### src/rtl/pll_reconfig_ctrl.sv
// pll_reconfig_ctrl
// Sequencer that owns the PLL reset, power-down and dynamic-configuration pins.
// It performs bring-up after reset, per-output or broadcast reconfiguration,
// qualified lock detection with timeout and bounded retry, and automatic relock.
module pll_reconfig_ctrl #(
    parameter int DEF_ODIV      = 100,
    parameter int DEF_DUTY      = 100,
    parameter int DEF_PHASE     = 16,
    parameter int RST_CYCLES    = 16,
    parameter int SETTLE_CYCLES = 8,
    parameter int LOCK_TIMEOUT  = 65535,
    parameter int MAX_RETRY     = 3
) (
    input  logic        clk,
    input  logic        rst,
    input  logic        cfg_valid,
    output logic        cfg_ready,
    input  logic [2:0]  cfg_sel,
    input  logic [9:0]  cfg_odiv,
    input  logic [9:0]  cfg_duty,
    input  logic [12:0] cfg_phase,
    input  logic        pll_lock,
    output logic        pll_rst,
    output logic        pll_pwd,
    output logic [9:0]  dyn_odiv0,
    output logic [9:0]  dyn_odiv1,
    output logic [9:0]  dyn_odiv2,
    output logic [9:0]  dyn_odiv3,
    output logic [9:0]  dyn_odiv4,
    output logic [9:0]  dyn_duty0,
    output logic [9:0]  dyn_duty1,
    output logic [9:0]  dyn_duty2,
    output logic [9:0]  dyn_duty3,
    output logic [9:0]  dyn_duty4,
    output logic [12:0] dyn_phase0,
    output logic [12:0] dyn_phase1,
    output logic [12:0] dyn_phase2,
    output logic [12:0] dyn_phase3,
    output logic [12:0] dyn_phase4,
    output logic        busy,
    output logic        locked,
    output logic        done,
    output logic        err,
    output logic [1:0]  err_code,
    output logic        lock_lost
);

    localparam int NUM_OUT  = 5;
    localparam int CNT_W    = 17;
    localparam int SETTLE_W = $clog2(SETTLE_CYCLES + 1);
    localparam int RETRY_W  = (MAX_RETRY < 1) ? 1 : $clog2(MAX_RETRY + 1);

    // Terminal counts are compared against the current value, so the
    // transition fires on the cycle the count would reach its target.
    localparam logic [CNT_W-1:0]    RST_LAST     = CNT_W'(RST_CYCLES - 1);
    localparam logic [CNT_W-1:0]    TIMEOUT_LAST = CNT_W'(LOCK_TIMEOUT - 1);
    localparam logic [SETTLE_W-1:0] SETTLE_LAST  = SETTLE_W'(SETTLE_CYCLES - 1);
    localparam logic [RETRY_W-1:0]  RETRY_LIMIT  = RETRY_W'(MAX_RETRY);

    localparam logic [9:0]  DEF_ODIV_V  = 10'(DEF_ODIV);
    localparam logic [9:0]  DEF_DUTY_V  = 10'(DEF_DUTY);
    localparam logic [12:0] DEF_PHASE_V = 13'(DEF_PHASE);

    localparam logic [1:0] ERR_SEL     = 2'd1;
    localparam logic [1:0] ERR_TIMEOUT = 2'd2;

    typedef enum logic [2:0] {
        ST_RST_HOLD,
        ST_WAIT_LOCK,
        ST_DONE,
        ST_IDLE,
        ST_FAIL
    } state_e;

    state_e               state;
    logic [CNT_W-1:0]     cyc_cnt;
    logic [SETTLE_W-1:0]  settle_cnt;
    logic [RETRY_W-1:0]   retry_cnt;

    logic                 lock_meta;
    logic                 lock_s;

    logic [9:0]           odiv_q  [NUM_OUT];
    logic [9:0]           duty_q  [NUM_OUT];
    logic [12:0]          phase_q [NUM_OUT];

    logic                 loss_detect;
    logic                 accept;
    logic                 sel_bcast;
    logic                 sel_legal;

    // Lock loss is only meaningful once a qualified lock has been reported;
    // it also blocks a request arriving in the same cycle.
    assign loss_detect = (state == ST_IDLE) && locked && !lock_s;
    assign cfg_ready   = ((state == ST_IDLE) && !loss_detect) || (state == ST_FAIL);
    assign accept      = cfg_valid && cfg_ready;
    assign sel_bcast   = (cfg_sel == 3'd7);
    assign sel_legal   = (cfg_sel <= 3'd4) || sel_bcast;

    assign dyn_odiv0  = odiv_q[0];
    assign dyn_odiv1  = odiv_q[1];
    assign dyn_odiv2  = odiv_q[2];
    assign dyn_odiv3  = odiv_q[3];
    assign dyn_odiv4  = odiv_q[4];
    assign dyn_duty0  = duty_q[0];
    assign dyn_duty1  = duty_q[1];
    assign dyn_duty2  = duty_q[2];
    assign dyn_duty3  = duty_q[3];
    assign dyn_duty4  = duty_q[4];
    assign dyn_phase0 = phase_q[0];
    assign dyn_phase1 = phase_q[1];
    assign dyn_phase2 = phase_q[2];
    assign dyn_phase3 = phase_q[3];
    assign dyn_phase4 = phase_q[4];

    // Two-flop synchronizer bringing the asynchronous PLL lock into the clk domain.
    always_ff @(posedge clk) begin
        // NOTE: state elements use non-blocking assignments so every flop
        // samples the pre-edge value of its neighbours, exactly like hardware.
        if (rst) begin
            lock_meta <= 1'b0;
            lock_s    <= 1'b0;
        end else begin
            lock_meta <= pll_lock;
            lock_s    <= lock_meta;
        end
    end

    // Sequencer FSM: owns the PLL pins, status pulses and the dynamic config registers.
    always_ff @(posedge clk) begin
        if (rst) begin
            state      <= ST_RST_HOLD;
            cyc_cnt    <= '0;
            settle_cnt <= '0;
            retry_cnt  <= '0;
            pll_rst    <= 1'b1;
            pll_pwd    <= 1'b0;
            busy       <= 1'b1;
            locked     <= 1'b0;
            done       <= 1'b0;
            err        <= 1'b0;
            err_code   <= '0;
            lock_lost  <= 1'b0;
            // NOTE: the config array drives PLL pins directly, so it is a bank of
            // flops with defined reset values, not a RAM that may power up unknown.
            for (int i = 0; i < NUM_OUT; i++) begin
                odiv_q[i]  <= DEF_ODIV_V;
                duty_q[i]  <= DEF_DUTY_V;
                phase_q[i] <= DEF_PHASE_V;
            end
        end else begin
            // Status pulses are one cycle wide unless re-asserted below.
            done      <= 1'b0;
            err       <= 1'b0;
            lock_lost <= 1'b0;

            unique case (state)
                ST_RST_HOLD: begin
                    if (cyc_cnt == RST_LAST) begin
                        state      <= ST_WAIT_LOCK;
                        cyc_cnt    <= '0;
                        settle_cnt <= '0;
                        pll_rst    <= 1'b0;
                    end else begin
                        cyc_cnt <= cyc_cnt + 1'b1;
                    end
                end

                ST_WAIT_LOCK: begin
                    cyc_cnt    <= cyc_cnt + 1'b1;
                    settle_cnt <= lock_s ? settle_cnt + 1'b1 : '0;
                    // Qualified lock is checked first so it wins over a
                    // timeout landing in the same cycle.
                    if (lock_s && (settle_cnt == SETTLE_LAST)) begin
                        state  <= ST_DONE;
                        done   <= 1'b1;
                        locked <= 1'b1;
                    end else if (cyc_cnt == TIMEOUT_LAST) begin
                        cyc_cnt <= '0;
                        pll_rst <= 1'b1;
                        if (retry_cnt < RETRY_LIMIT) begin
                            retry_cnt <= retry_cnt + 1'b1;
                            state     <= ST_RST_HOLD;
                        end else begin
                            state    <= ST_FAIL;
                            pll_pwd  <= 1'b1;
                            busy     <= 1'b0;
                            err      <= 1'b1;
                            err_code <= ERR_TIMEOUT;
                        end
                    end
                end

                ST_DONE: begin
                    state <= ST_IDLE;
                    busy  <= 1'b0;
                end

                ST_IDLE, ST_FAIL: begin
                    if (loss_detect) begin
                        state     <= ST_RST_HOLD;
                        cyc_cnt   <= '0;
                        retry_cnt <= '0;
                        pll_rst   <= 1'b1;
                        busy      <= 1'b1;
                        locked    <= 1'b0;
                        lock_lost <= 1'b1;
                    end else if (accept && sel_legal) begin
                        for (int i = 0; i < NUM_OUT; i++) begin
                            if (sel_bcast || (cfg_sel == 3'(i))) begin
                                odiv_q[i]  <= cfg_odiv;
                                duty_q[i]  <= cfg_duty;
                                phase_q[i] <= cfg_phase;
                            end
                        end
                        state     <= ST_RST_HOLD;
                        cyc_cnt   <= '0;
                        retry_cnt <= '0;
                        pll_rst   <= 1'b1;
                        pll_pwd   <= 1'b0;
                        busy      <= 1'b1;
                        locked    <= 1'b0;
                    end else if (accept) begin
                        // Illegal target: report it, leave state and config untouched.
                        err      <= 1'b1;
                        err_code <= ERR_SEL;
                    end
                end

                default: begin
                    state   <= ST_RST_HOLD;
                    cyc_cnt <= '0;
                    pll_rst <= 1'b1;
                    pll_pwd <= 1'b0;
                    busy    <= 1'b1;
                    locked  <= 1'b0;
                end
            endcase
        end
    end

endmodule

### config.mk
export PLATFORM = sky130hd
export DESIGN_NAME = pll_reconfig_ctrl
export DESIGN_NICKNAME = d
export VERILOG_FILES = /design/src/rtl/pll_reconfig_ctrl.sv
export SDC_FILE = /design/constraint.sdc
export NUM_CORES = 1
export LEC_CHECK = 0
export ABC_AREA = 0
export CAP_MARGIN = 20
export CORE_AREA = 4 4 152 125
export CTS_CLUSTER_DIAMETER = 30
export DETAILED_ROUTE_END_ITERATION = 16
export DIE_AREA = 0 0 156 129
export PLACE_DENSITY = 0.84
export SLEW_MARGIN = 20
export SYNTH_ARGS = -nofsm -noshare
export SYNTH_HDL_FRONTEND = slang
export SYNTH_SLANG_ARGS = --single-unit
### constraint.sdc
create_clock -name clk -period 5.24 [get_ports clk]
set_input_delay 1.048 -clock clk [delete_from_list [all_inputs] [get_ports clk]]
set_output_delay 1.048 -clock clk [all_outputs]
set_load 0.005 [all_outputs]
# Yosys cells after proc, flatten, opt, wreduce, memory -nomap -nowiden
# Memories as Yosys holds them, arrays and structs flattened.
# Index checks and enable logic that the tools add are counted.
[word_totals]
ramBits = 165
mem_count = 3
word_cells = 202
mem_bits_ro = 0
latch_bits = 0
ff_bits = 37
output_inout_bits = 175
input_bits = 40
[memory_table]
columns = ["name", "words", "word_bits", "rd", "rd_ports_with_merged_regs", "wr", "line", "source"]
rows = [
  ["phase_q", 5, 13, 5, 0, 5, "85", "logic [12:0] phase_q [NUM_OUT];"],
  ["duty_q", 5, 10, 5, 0, 5, "84", "logic [9:0] duty_q [NUM_OUT];"],
  ["odiv_q", 5, 10, 5, 0, 5, "83", "logic [9:0] odiv_q [NUM_OUT];"],
]
[op_classes]
magnitude_cmp = 2
multipliers = 0
muxes = 104
n_eq_ne = 24
n_div = 0
n_bitwise = 20
shift = 0
n_addsub = 3
reduce_logical = 32
[ops]
columns = ["cell", "n"]
rows = [
  ["10-bit two-way mux", 10],
  ["17-bit two-way mux", 5],
  ["17-bit one-hot mux with 4 select lines", 1],
  ["13-bit two-way mux", 5],
  ["1-bit two-way mux", 55],
  ["2-bit two-way mux", 11],
  ["2-bit != test (second input constant)", 10],
  ["3-bit two-way mux", 6],
  ["17-bit by 1-bit adder with 17-bit output (second input constant)", 1],
  ["17-bit by 16-bit equality test with 1-bit output (second input constant)", 1],
  ["17-bit by 4-bit equality test with 1-bit output (second input constant)", 1],
  ["1-bit OR", 15],
  ["5-bit AND reduction", 3],
  ["3-bit by 2-bit equality test with 1-bit output (second input constant)", 4],
  ["3-bit one-hot mux with 4 select lines", 1],
  ["3-bit equality test (second input constant)", 3],
  ["4-bit two-way mux", 2],
  ["1-bit one-hot mux with 4 select lines", 2],
  ["2-bit one-hot mux with 2 select lines", 2],
  ["4-bit one-hot mux with 2 select lines", 1],
  ["2-bit OR reduction", 4],
  ["1-bit logical OR", 7],
  ["7-bit AND reduction", 1],
  ["3-bit by 1-bit equality test with 1-bit output (second input constant)", 2],
  ["other kinds (16)", 32],
]

# Longest topological paths before layout
[logic_depth]
ltp_word = 14
depth_mapped = 8
mapped_depth_nobuf = 7

# Least setup slack after synthesis
# Ideal clock, no wire load.
[synth_path]
kind = "input to register"
startpoint = "in cfg_sel[2]"
endpoint = "mem duty_q[4][0], in the netlist duty_q[0][40], enable pin"
path_buffers = 1
path_stages = 3
setup_slack_ns = -0.154
arrival_ns = 4.879
setup_time_ns = 0.515
path_cell_list = "clkbuf_1 inv_1 o41ai_1"
[synth_lines]
columns = ["element", "line", "source"]
rows = [
  ["from (decl)", "18", "input logic [2:0] cfg_sel,"],
  ["to (decl)", "84", ""],
]

# Worst setup path after layout
[layout_path]
startpoint = "reg state[0]"
endpoint = "out cfg_ready"
[layout_between]
elab_chain_len = 6
elab_cells_between_ends = 7
[layout_rtl]
columns = ["element", "line", "source"]
rows = [
  ["from (decl)", "75", "state_e state;"],
  ["from (signal assigned)", "132", "state <= ST_RST_HOLD;"],
  ["from (signal assigned)", "160", "state <= ST_WAIT_LOCK;"],
  ["from (signal assigned)", "175", "state <= ST_DONE;"],
  ["3-bit by 2-bit equality test with 1-bit output", "94, 95", ""],
  ["1-bit logical AND (2 in series)", "94", "assign loss_detect = (state == ST_IDLE) && locked && !lock_s;"],
  ["1-bit zero test", "95", "assign cfg_ready = ((state == ST_IDLE) && !loss_detect) || (state == ST_FAIL);"],
  ["1-bit logical AND", "95", ""],
  ["1-bit logical OR (*)", "95", ""],
  ["to (decl)", "17", "output logic cfg_ready,"],
]
# Every way passes the cells marked *; elsewhere a longest branch is shown, timed or not.

==> flow_metrics.env <==
export IMPL_status="finished clean"
export IMPL_drc=0
export IMPL_synth_compound_area_share_pct=7.72
export IMPL_die_area_mm2=0.0201
export IMPL_tns_ns=0
export IMPL_cts_hold_buffers_added=0
export IMPL_grt_pass1_wl_mm=28.7
export IMPL_slew_limit_headroom_pct=29.6
export IMPL_layout_common_cells="214 x clkdlybuf4s50_1, 165 x edfxtp_1, 38 x clkbuf_16"
export IMPL_layout_commonest_cell="clkdlybuf4s50_1"
export IMPL_place_hpwl_mm=13.3
export IMPL_synth_top_family_by_area="simple AND/OR/NAND/NOR gates"
export IMPL_path_clk_slew_ns=0.04
export IMPL_initial_core_util_pct=41.7
export IMPL_htreeDepth=2
export IMPL_synth_simple_area_share_pct=10.3
export IMPL_vias_per_cell=5.23
export IMPL_vias=4914
export IMPL_skew_ns=0.0235
export IMPL_grt_start_max_net_pins=34
export IMPL_synth_nets=484
export IMPL_p_sw_uw=931
export IMPL_synth_edf_count=165
export IMPL_clkPwrFrac_pct=56.4
export IMPL_async_flop_share_pct=0
export IMPL_synth_xor_area_share_pct=0.852
export IMPL_cts_root_buffer_cell="clkbuf_16"
export IMPL_postCtsResizedCells=0
export IMPL_ys_seq_area_share_pct=79.1
export IMPL_period_share_pct=71.2
export IMPL_grt_met2_usage_pct=32.4
export IMPL_ios=215
export IMPL_post_cts_buffers=0
export IMPL_synth_mux_area_share_pct=0
export IMPL_nFillCells=1168
export IMPL_crit_fanout=15
export IMPL_max_stage_delay_ns=0.70
export IMPL_netlist_area_mm2=0.00720
export IMPL_clock_sinks=202
export IMPL_critPathRequiredTime_ns=4.19
export IMPL_drt_pass1_iter_count=5
export IMPL_antennaDiodeCount=0
export IMPL_met1_usage_pct=23.2
export IMPL_dp_cells=871
export IMPL_end_kind="output pin"
export IMPL_yosysUniqueCellTypes=53
export IMPL_pwr_share_comb_pct=3.8
export IMPL_placedInstanceArea_mm2=0.00962
export IMPL_drt_iter0_markers=443
export IMPL_synth_fa_ha_area_share_pct=0.695
export IMPL_ys_seq_elements=202
export IMPL_die_w_um=156
export IMPL_crit_chain="nor3b_2 > a31oi_1 > inv_1 > clkdlybuf4s50_1"
export IMPL_utilization_pct=63.5
export IMPL_drv_cap=0
export IMPL_leakage_nw=3.82
export IMPL_synthCells=440
export IMPL_final_antenna_net_count=0
export IMPL_antenna_found_initial=0
export IMPL_syn_to_final_growth_pct=52.3
export IMPL_cts_tree="done"
export IMPL_slowest_stage="a31oi_1"
export IMPL_worstPathArrival_ns=2.68
export IMPL_power_density_mw_per_mm2=410
export IMPL_clkLatencyLatePin_ns=0.51
export IMPL_wl_per_cell_um=21.2
export IMPL_synth_area_per_cell_um2=16.4
export IMPL_grt_overflow=0
export IMPL_gr_max_usage_layer="met2"
export IMPL_seqPwrFrac_pct=39.8
export IMPL_ys_warn_count=0
export IMPL_final_max_slew_viol_count=0
export IMPL_tightest_slew_ns=1.06
export IMPL_ir_worst_vdd_uv=206
export IMPL_crit_type="flop to output pin"
export IMPL_gp_congestion=0.908
export IMPL_grt_pass1_vias=4783
export IMPL_rrSetupSlack_ns=2.34
export IMPL_grt_use_total_pct=18.9
export IMPL_multiInputGateArea_mm2=0.00144
export IMPL_rows=43
export IMPL_fp_dieH_um=129
export IMPL_drt_wl_total_mm=19.9
export IMPL_cts_buffers=37
export IMPL_rsz0062_at_grt="false"
export IMPL_seqCellArea_mm2=0.00570
export IMPL_clockBufferDepth=3
export IMPL_grtUsageMet3_pct=5.11
export IMPL_synth_ff_type="edfxtp_1"
export IMPL_final_nets=729
export IMPL_worst_hold_path_type="flop to flop"
export IMPL_io_buffers=214
export IMPL_layoutNonFillerInstCount=939
export IMPL_fin_total_pwr_mw=4.49
export IMPL_p_int_mw=3.56
export IMPL_startpoint_type="flop"
export IMPL_core_mm2=0.0173
export IMPL_fin_area_mm2=0.0110
export IMPL_finalCriticalPeriod_ns=3.73
export IMPL_timing_final_hold_violations=0
export IMPL_drive_above_1_share_pct=13.3
export IMPL_fmax_mhz=268
export IMPL_switching_share_pct=20.7
export IMPL_setup_viol=0
cell families (layout without fill, tap and decap cells):
kind of cell             count (synthesis)  after routing
buffers and inverters                   21            295
AND/OR/NAND/NOR                        125            125
adder cells (fa/ha/maj)                  4              4
flip-flops                             202            202
AO/OA/AOI/OAI                           81             81
XOR/XNOR                                 7              7
synthesized netlist by cell type (all sizes together), types with 2 or more instances:
| master | instances | area share (%) |
|---|---|---|
| o211ai | 5 | 0.59 |
| clkbuf | 6 | 0.31 |
| a31o | 2 | 0.24 |
| nand3 | 10 | 0.76 |
| or4 | 3 | 0.31 |
| o21ai | 20 | 1.4 |
| nor4 | 3 | 0.56 |
| and3 | 5 | 0.43 |
| nor2 | 14 | 0.94 |
| a211oi | 3 | 0.31 |
| dfxtp | 37 | 10 |
| o31ai | 4 | 0.61 |
| inv | 10 | 0.52 |
| or3 | 12 | 1.0 |
| xnor2 | 4 | 0.49 |
| nand2b | 13 | 1.2 |
| a311oi | 3 | 0.37 |
| a211o | 3 | 0.37 |
| a31oi | 6 | 0.73 |
| a21oi | 28 | 2.3 |
| buf | 5 | 0.49 |
| nor2b | 6 | 0.52 |
| xor2 | 3 | 0.37 |
| nor3b | 2 | 0.28 |
| edfxtp | 165 | 69 |
| nor3 | 8 | 0.63 |
| nand2 | 18 | 0.94 |
| ha | 4 | 0.70 |
| and2 | 28 | 2.4 |
per-stage QoR:
step           worst slack, ns  hold WS, ns
3_3_place_gp              1.71        0.426
3_5_place_dp              1.61        0.432
5_1_grt                   1.41        0.471
4_1_cts                   1.55        0.459
2_1_floorplan             1.40        0.414
6_report                  1.51        0.449
critical path, delay by kind of cell, from the launching register on:
kind / cells / cell delay (ns)
AOI/OAI and AO/OA: 1 / 0.70
buffers and inverters: 2 / 0.75
and+or+nand+nor: 1 / 0.13
DFF: 1 / 0.61
area by class of cell:
class / instances / area share, %
tap: 225 / 2.57
clock inverter: 29 / 3.57
timing repair buffer: 217 / 19.7
sequential: 202 / 51.9
multi-input combinational: 217 / 13.1
clock buffer: 39 / 8.71
inverter: 10 / 0.342
worst paths after layout:
| path | start | endpoint | cells past startpoint |
|---|---|---|---|
| worst min-delay path | lock_meta | lock_s | 1 |
| worst max register to register | state[0] | odiv_q[0][24] | 4 |
| worst min register to register | lock_meta | lock_s | 1 |
| worst max-delay path | state[0] | cfg_ready | 4 |
power by group through the flow:
stage          Combinational, mW  Sequential, mW  Clock (mW)
5_1_grt                    0.182            1.79        2.65
3_3_place_gp               0.172            1.81           0
6_report                   0.173            1.79        2.53
2_1_floorplan             0.0410            1.82           0
3_5_place_dp               0.174            1.82           0
4_1_cts                    0.176            1.79        2.57
sequential cells by signal (all words and copies together) (netlist names):
name and count:
duty_q 50, done 1, busy 1, err_code 2
locked 1, phase_q 65, cyc_cnt 17, lock_s 1
err 1, odiv_q 50, pll_pwd 1, pll_rst 1
lock_meta 1, retry_cnt 2, state 3, settle_cnt 4
lock_lost 1
routing by layer:
layer  routed length [µm]  share of wire (%)  vias up
met1                 7420                 37     2393
met3                 1920                9.7       41
li1                     -                  -     2187
met5                    0                  0        -
met4                  507                2.6        0
met2                10000                 50      293
Power figures use the tool's default switching activity.
==> patch, RTL diff (config.mk and constraints unchanged) <==
Compare `cyc_cnt` against `RST_LAST` with >= in place of ==.
--- a/src/rtl/pll_reconfig_ctrl.sv
+++ b/src/rtl/pll_reconfig_ctrl.sv
@@ -157,5 +157,5 @@
             unique case (state)
                 ST_RST_HOLD: begin
-                    if (cyc_cnt == RST_LAST) begin
+                    if (cyc_cnt >= RST_LAST) begin
                         state      <= ST_WAIT_LOCK;
                         cyc_cnt    <= '0;
Function: same outputs for any inputs over 10 cycles, from zero or initial values and one cycle with rst high; that may be too few to reach the edited logic, so the function may still have changed.
==> patch against the unedited design <==
Final area decreased by 4.0%; non-clock buffer count decreased by 2; sequential cell count unchanged; routed wire length decreased by 7.9%; synthesized area decreased by 0.66%; setup slack improved by 0.39 ns; critical endpoint unchanged.
Power is not compared: it rests on default switching activity, and its combinational part moved more than twofold at a synthesized area within 25%.
==> patch: results (changes against the unedited design) <==
stage	metric	value	unit	change
run_status	status	completed		
synthesis	dominant cells by area after synthesis	edfxtp_1 69%, dfxtp_1 10%, and2_1 2.3%		
synthesis	Async SR Flop Fraction	0	%	unchanged
power	P_leak	3.66	nW	
global_route	initial antenna violation count	0		unchanged
placement	RePlAce Congestion	0.889		-2.1%
layout	final core occ	61.0	%	-2.5 points
detailed_routing	Initial DRC Count	240		-46%
detailed_routing	DR pass1 iterations	5		unchanged
synthesis	Syn Nets	484		unchanged
clock_tree	CTS Root Cell	clkbuf_16		
clock_tree	hold_buf cts	0		unchanged
placement	Buffers on Ports	214		unchanged
timing	Worst Skew	0.0164	ns	-0.00710 ns
min_path	Hold Crit Class	reg2reg		
placement	Place WS	1.65	ns	+0.0380 ns
synthesis	Yosys cell types	51		-3.8%
layout	Fill cells	1243		+6.4%
synthesis	sequential-to-total area share from yosys stat	79.6	%	+0.53 points
layout	Largest regs	phase_q: 65 flops, duty_q: 50 flops, odiv_q: 50 flops		
detailed_routing	Detailed Route WL	18300	um	-7.9%
synthesis	Synth warnings	0		unchanged
placement	dpl cells	867		-0.46%
timing	worst slew pin tran	1.07	ns	+0.0125 ns
layout	Ant. Diodes	0		unchanged
synthesis	number of flops mapped to enable cells by yosys	165		unchanged
clock_tree	Clock Tree Buf Depth	3		unchanged
clock_tree	post-CTS sizing	0		unchanged
worst_setup_path	Crit path arrival time	2.29	ns	-0.39 ns
clock_tree	Reg clk slew, reported paths	0.05	ns	
layout	fraction of layout cells with a size suffix above 1	9.64	%	-3.7 points
clock_tree	post-CTS setup buffers	0		unchanged
global_route	first-pass GRT wire length	26800	um	-6.8%
clock_tree	Inserted Clock Buffers	29		-22%
global_route	gr usage total	17.3	%	-1.6 points
clock_tree	H-tree depth	1		-1
detailed_routing	via count	4636		-5.7%
synthesis	Syn Area/Cell	16.3	um^2	-0.66%
placement	Post-DP Area	9520	um^2	-1.0%
clock_tree	worst-skew pair later-pin latency	0.52	ns	
synthesis	synth cell count leaders	165 x edfxtp_1, 37 x dfxtp_1, 35 x nor2_1		
global_route	vias in the first global route	4697		-1.8%
placement	HPWL Detailed	12000	um	-10%
detailed_routing	Vias/cell	5.04		-3.7%
worst_setup_path	CP max-delay cell	nor3b_1		
layout	final net count	717		-1.6%
synthesis	Main synth FF type	edfxtp_1		
worst_setup_path	worst-path maximum fanout	9		-6
worst_setup_path	largest stage delay on the critical path	0.52	ns	-0.18 ns
power	worst vdd ir	0.221	mV	
## patch: kinds of logic (layout without fill, tap and decap cells)
group | Yosys count | after routing | share of synthesized area [%]
DFF | 202 | 202 | 79.6
muxes | 3 | 3 | 0.420
AOI/OAI and AO/OA | 47 | 47 | 4.67
and+or+nand+nor | 145 | 145 | 11.2
adders and majority gates | 4 | 4 | 0.700
buffers and inverters | 23 | 278 | 1.38
xor gates and xnor gates | 16 | 16 | 1.96
## patch: worst max-delay path, delay by kind of cell (launching register included)
family | cells | cell delay [ns]
buffers and inverters | 2 | 0.67
DFF | 1 | 0.48
and+or+nand+nor | 1 | 0.52
AOI/OAI and AO/OA | 1 | 0.12
## patch: area by class of cell
cell class              count  area share [%]
multi-input cells         215            13.1
clock inverters            23            2.49
repair buffers            215            20.4
inverters                  10           0.356
flip-flops and latches    202            54.1
clock buffers              30            6.93
well taps                 225            2.67
## patch: path summary, 6_finish.rpt
path,endpoint,depth (start not counted),slack (ns),from
setup / recovery,cfg_ready,4,1.91,state[2]
hold / removal,lock_s,1,0.46,lock_meta
setup reg to reg,phase_q[0][37],5,2.32,state[2]
hold reg to reg,lock_s,1,0.46,lock_meta
## patch: power groups by stage
stage	logic, mW	clock network [mW]	registers (mW)
floorplan	0.174	0	1.87
global placement	0.348	0	1.87
detailed placement	0.358	0	1.88
CTS	0.362	1.97	1.85
global route	0.390	2.05	1.85
finish	0.359	1.94	1.85
## patch: routing by layer
layer	up-vias	track usage, %	share of wire (%)
li1	2121	-	-
met1	2263	20.6	38
met2	223	30.7	52
met3	29	3.73	7.5
met4	0	6.90	2.7
met5	-	0	0
